===== src/rtl/mem_arbiter.sv =====
// Two-requester memory port arbiter: shares one memory port between the
// instruction-fetch and data requesters, with round-robin grant on ties.
module mem_arbiter #(
    parameter int unsigned LAT = 1
) (
    input  logic        clk,
    input  logic        rst,
    input  logic        i_req,
    input  logic [31:0] i_addr,
    output logic        i_ack,
    output logic [31:0] i_rdata,
    input  logic        d_req,
    input  logic        d_wr,
    input  logic [31:0] d_addr,
    input  logic [31:0] d_wdata,
    output logic        d_ack,
    output logic [31:0] d_rdata,
    output logic        m_en,
    output logic        m_wr,
    output logic [31:0] m_addr,
    output logic [31:0] m_wdata,
    input  logic [31:0] m_rdata,
    output logic        busy
);

    localparam int unsigned CNT_W = 2;
    localparam logic GNT_FETCH = 1'b0;
    localparam logic GNT_DATA  = 1'b1;

    if (LAT < 1 || LAT > 3) begin : g_bad_lat
        $error("mem_arbiter: LAT must be in 1..3");
    end

    typedef enum logic [1:0] {IDLE, ISSUE, WAIT, RESP} state_t;

    state_t             state, state_d;
    logic               last_grant;
    logic               lat_wr;
    logic [CNT_W-1:0]   cnt;
    logic               win_data;
    logic               m_en_d, m_wr_d, i_ack_d, d_ack_d, busy_d;

    // Data wins when it is alone, or on a tie when fetch was granted last.
    assign win_data = d_req && (!i_req || (last_grant == GNT_FETCH));

    // State register
    always_ff @(posedge clk or negedge rst) begin
        if (!rst) begin
            state <= IDLE;
        end else begin
            state <= state_d;
        end
    end

    // Next-state logic
    always_comb begin
        state_d = state;
        case (state)
            IDLE:    if (i_req || d_req) state_d = ISSUE;
            ISSUE:   state_d = WAIT;
            WAIT:    if (cnt == '0) state_d = RESP;
            RESP:    state_d = IDLE;
            default: state_d = IDLE;
        endcase
    end

    // Next values of the registered strobes; the write strobe in ISSUE comes
    // from the winner directly because lat_wr is loaded on the same edge.
    always_comb begin
        m_en_d  = 1'b0;
        m_wr_d  = 1'b0;
        i_ack_d = 1'b0;
        d_ack_d = 1'b0;
        busy_d  = (state_d != IDLE);
        if (state == IDLE && state_d == ISSUE) begin
            m_en_d = 1'b1;
            m_wr_d = win_data && d_wr;
        end
        if (state_d == RESP) begin
            i_ack_d = (last_grant == GNT_FETCH);
            d_ack_d = (last_grant == GNT_DATA);
        end
    end

    // Output registers
    always_ff @(posedge clk or negedge rst) begin
        if (!rst) begin
            m_en  <= 1'b0;
            m_wr  <= 1'b0;
            i_ack <= 1'b0;
            d_ack <= 1'b0;
            busy  <= 1'b0;
        end else begin
            m_en  <= m_en_d;
            m_wr  <= m_wr_d;
            i_ack <= i_ack_d;
            d_ack <= d_ack_d;
            busy  <= busy_d;
        end
    end

    // Request latch, latency counter and read-data capture
    always_ff @(posedge clk or negedge rst) begin
        if (!rst) begin
            last_grant <= GNT_DATA;
            lat_wr     <= 1'b0;
            m_addr     <= '0;
            m_wdata    <= '0;
            cnt        <= '0;
            i_rdata    <= '0;
            d_rdata    <= '0;
        end else begin
            if (state == IDLE && state_d == ISSUE) begin
                last_grant <= win_data;
                lat_wr     <= win_data && d_wr;
                m_addr     <= win_data ? d_addr : i_addr;
                m_wdata    <= win_data ? d_wdata : '0;
            end
            if (state == ISSUE) begin
                cnt <= CNT_W'(LAT - 1);
            end else if (state == WAIT && cnt != '0) begin
                cnt <= cnt - CNT_W'(1);
            end
            if (state == WAIT && cnt == '0) begin
                if (last_grant == GNT_FETCH) begin
                    i_rdata <= m_rdata;
                end else if (!lat_wr) begin
                    d_rdata <= m_rdata;
                end
            end
        end
    end

endmodule


===== config.mk =====
export PLATFORM = sky130hd
export DESIGN_NAME = mem_arbiter
export DESIGN_NICKNAME = d
export VERILOG_FILES = /design/src/rtl/mem_arbiter.sv
export SDC_FILE = /design/constraint.sdc
export NUM_CORES = 1
export LEC_CHECK = 0
export CAP_MARGIN = 30
export CORE_AREA = 2 2 102 104
export DETAILED_ROUTE_END_ITERATION = 8
export DIE_AREA = 0 0 104 106
export DONT_BUFFER_PORTS = 1
export PLACE_DENSITY = 0.74
export SLEW_MARGIN = 5
export SYNTH_ARGS = -nofsm -noshare
export SYNTH_HDL_FRONTEND = slang
export SYNTH_SLANG_ARGS = --single-unit

===== constraint.sdc =====
create_clock -name clk -period 4.75 [get_ports clk]
set_clock_uncertainty 0.15 [all_clocks]
set_input_delay 1.1875 -clock clk [delete_from_list [all_inputs] [get_ports clk]]
set_output_delay 1.1875 -clock clk [all_outputs]
set_load 0.05 [all_outputs]

==> results by group <==
Yosys
  – Netlist Area Pre-Place: 0.005826 mm²
  – Main synth FF type: dfrtp_1
  – Post-synth ARST share: 100.0%
  – Synth top area share: 59.28%
  – Synth top area cells: dfrtp_1, mux2_2, mux2i_1
  – Syn Inst Count: 413
  – Library cells used by synthesis: 22
  – Cell taking the most area after synthesis: dfrtp_1
  – Post-synth EDFFs: 0
  – Synth Net Count: 550
  – Total number of yosys warnings: 0
  – Sequential-to-total area share from yosys stat: 59.73%
  – Number of synthesized register bits: 139
  – Avg Synthesized Cell Area: 14.11 µm²

Timing
  – Final hold viol count: 0
  – Crit share post-route: 53.03%
  – Period minus WS final: 2.519 ns
  – Least-Margin Pin Slew: 0.7337 ns
  – RSZ-0062 raised after global routing: false
  – Setup TNS: 0 ns
  – Worst slew margin: 51.09%
  – Final Max Tran Viols: 0
  – F_max: 0.3970 GHz
  – Hold_ws: 0.2185 ns
  – Final setup viols: 0

Critical path
  – Crit Path Max Fanout: 2
  – Setup CP Type: flip-flop to primary output
  – Worst path arrival time: 1.18 ns
  – Crit end category: primary output
  – CP startpoint kind: flip-flop
  – Crit path required time: 3.41 ns

Detailed routing
  – Wire per inst: 20.51 µm
  – Vias per Instance: 5.573
  – Drt total wl: 11.63 mm
  – Vias: 3160
  – DRT antenna net count: 0
  – Number of remaining DRC errors: 0
  – DRT Pass-1 Iters: 4
  – DR iter-0 viols: 148

Layout
  – Register area: 0.003480 mm²
  – # fillers: 751
  – Ant diodes: 0
  – Layout area overhead: 11.49%
  – Layout cell share with drive strength beyond 1: 38.05%
  – Footprint of the multi-input gates: 0.002081 mm²
  – Finished Layout Cells: 567
  – # nets final: 556

Global routing
  – Gr ovfl total: 0
  – Total track usage: 22.08%
  – Global-route wire length before repair: 18.64 mm
  – Pin count of the biggest net entering global routing: 140
  – Antenna violations before repair: 0
  – Vias in the first global route: 3531

Clock tree
  – Bufs on Longest Clock Path: 2
  – Clock Tree Root: clkbuf_8
  – Post-CTS setup buffer count: 0
  – CTS sink count: 139
  – Worst-path clk slew: 0.06 ns
  – Resize count post-CTS: 0
  – Number of buffers created by CTS: 17
  – # H-tree levels: 4
  – Hold_buf cts: 0
  – TritonCTS clock tree: built
  – Clock latency on the worst-skew pair: 0.51 ns

Floorplanning
  – Num rows: 37
  – Die area: 0.01102 mm²
  – Die W: 104 µm
  – Die Y: 106 µm
  – I/O Pins: 266
  – Core ar.: 0.01000 mm²
  – Starting density of the core: 58.26%

Placed design
  – Cell Count Post-Placement: 536
  – HPWL Detailed: 8.288 mm
  – Placer Congestion: 0.7385
  – I/O Buffers: 0

Hold path
  – Hold Path Class: input pin to async pin

Job
  – Max Cap Violations: 0

Run status
  – Status: finished clean
==> layout make-up <==
cell class,count,area share [%]
flip-flops and latches,139,53.57
multi-input cells,215,32.04
clock buffers,19,6.800
well taps,136,2.620
inverters,39,2.254
clock inverters,12,1.907
repair buffers,7,0.8091
==> path summary, 6_finish.rpt <==
path,start,depth (start not counted),slack (ns),to
min reg2reg,lat_wr,2,0.38,lat_wr
max,d_rdata[2],0,2.23,d_rdata[2]
max in group asynchronous,rst,0,4.04,last_grant
max reg2reg,state[0],5,2.36,m_addr[3]
min in group clk,lat_wr,2,0.38,lat_wr
min,rst,0,0.22,m_addr[0]
==> registers in the layout (all words and copies together) (netlist names) <==
| register | count |
|---|---|
| busy | 1 |
| cnt | 2 |
| d_ack | 1 |
| d_rdata | 32 |
| i_ack | 1 |
| i_rdata | 32 |
| last_grant | 1 |
| lat_wr | 1 |
| m_addr | 32 |
| m_en | 1 |
| m_wdata | 32 |
| m_wr | 1 |
| state | 2 |
==> routing by layer <==
metal	track usage (%)	wire length, µm
met5	0	0
met4	7.336	146
met3	10.73	1272
met2	38.58	6078
met1	23.45	4131
==> worst reg2reg max path: stages, from the launching register on <==
cell	delay, ns
dfrtp_1	0.40
inv_1	0.09
ha_1	0.37
nor3b_4	0.22
buf_4	0.60
mux2_2	0.45
==> cells in the mapped netlist, types with 2 or more instances <==
master and n:
mux2i_1 33, ha_1 4, nor3_1 2, buf_6 4
buf_2 13, nor2_1 2, buf_4 3, nand2_1 34
mux2_2 123, inv_1 39, dfrtp_1 138, mux2_1 7
and3_1 2
==> layout by cell type (no fill, tap or decap), drive strengths merged, types with 2 or more instances in the layout <==
| cell type | n |
|---|---|
| ha | 4 |
| mux2i | 33 |
| clkinv | 9 |
| and3 | 2 |
| mux2 | 130 |
| clkbuf | 19 |
| nand2 | 34 |
| inv | 39 |
| dfrtp | 138 |
| buf | 7 |
| nor2 | 2 |
| bufinv | 2 |
| nor3 | 2 |
==> cells by family (layout without fill, tap and decap cells) <==
family | count (synthesis) | count (layout) | synth area share, %
simple gates | 44 | 44 | 3.265
flops | 139 | 139 | 59.73
compound gates | 3 | 3 | 0.4080
xor+xnor | 1 | 1 | 0.1504
fa+ha+maj | 4 | 4 | 0.8591
buf+inv | 59 | 77 | 4.789
mux | 163 | 163 | 30.80
==> stage by stage <==
step,utilization [%],worst slack [ns],area [µm²]
floorplan,-,2.287,5826
finish,64.95,2.231,6495
detailed placement,59.30,1.817,5929
CTS,64.95,2.189,6495
global route,64.95,2.173,6495
global placement,59.30,1.884,5929
Power is left out: the tool's default activity adds up to more than one toggle a clock period on the data nets, which glitch-free logic cannot reach.
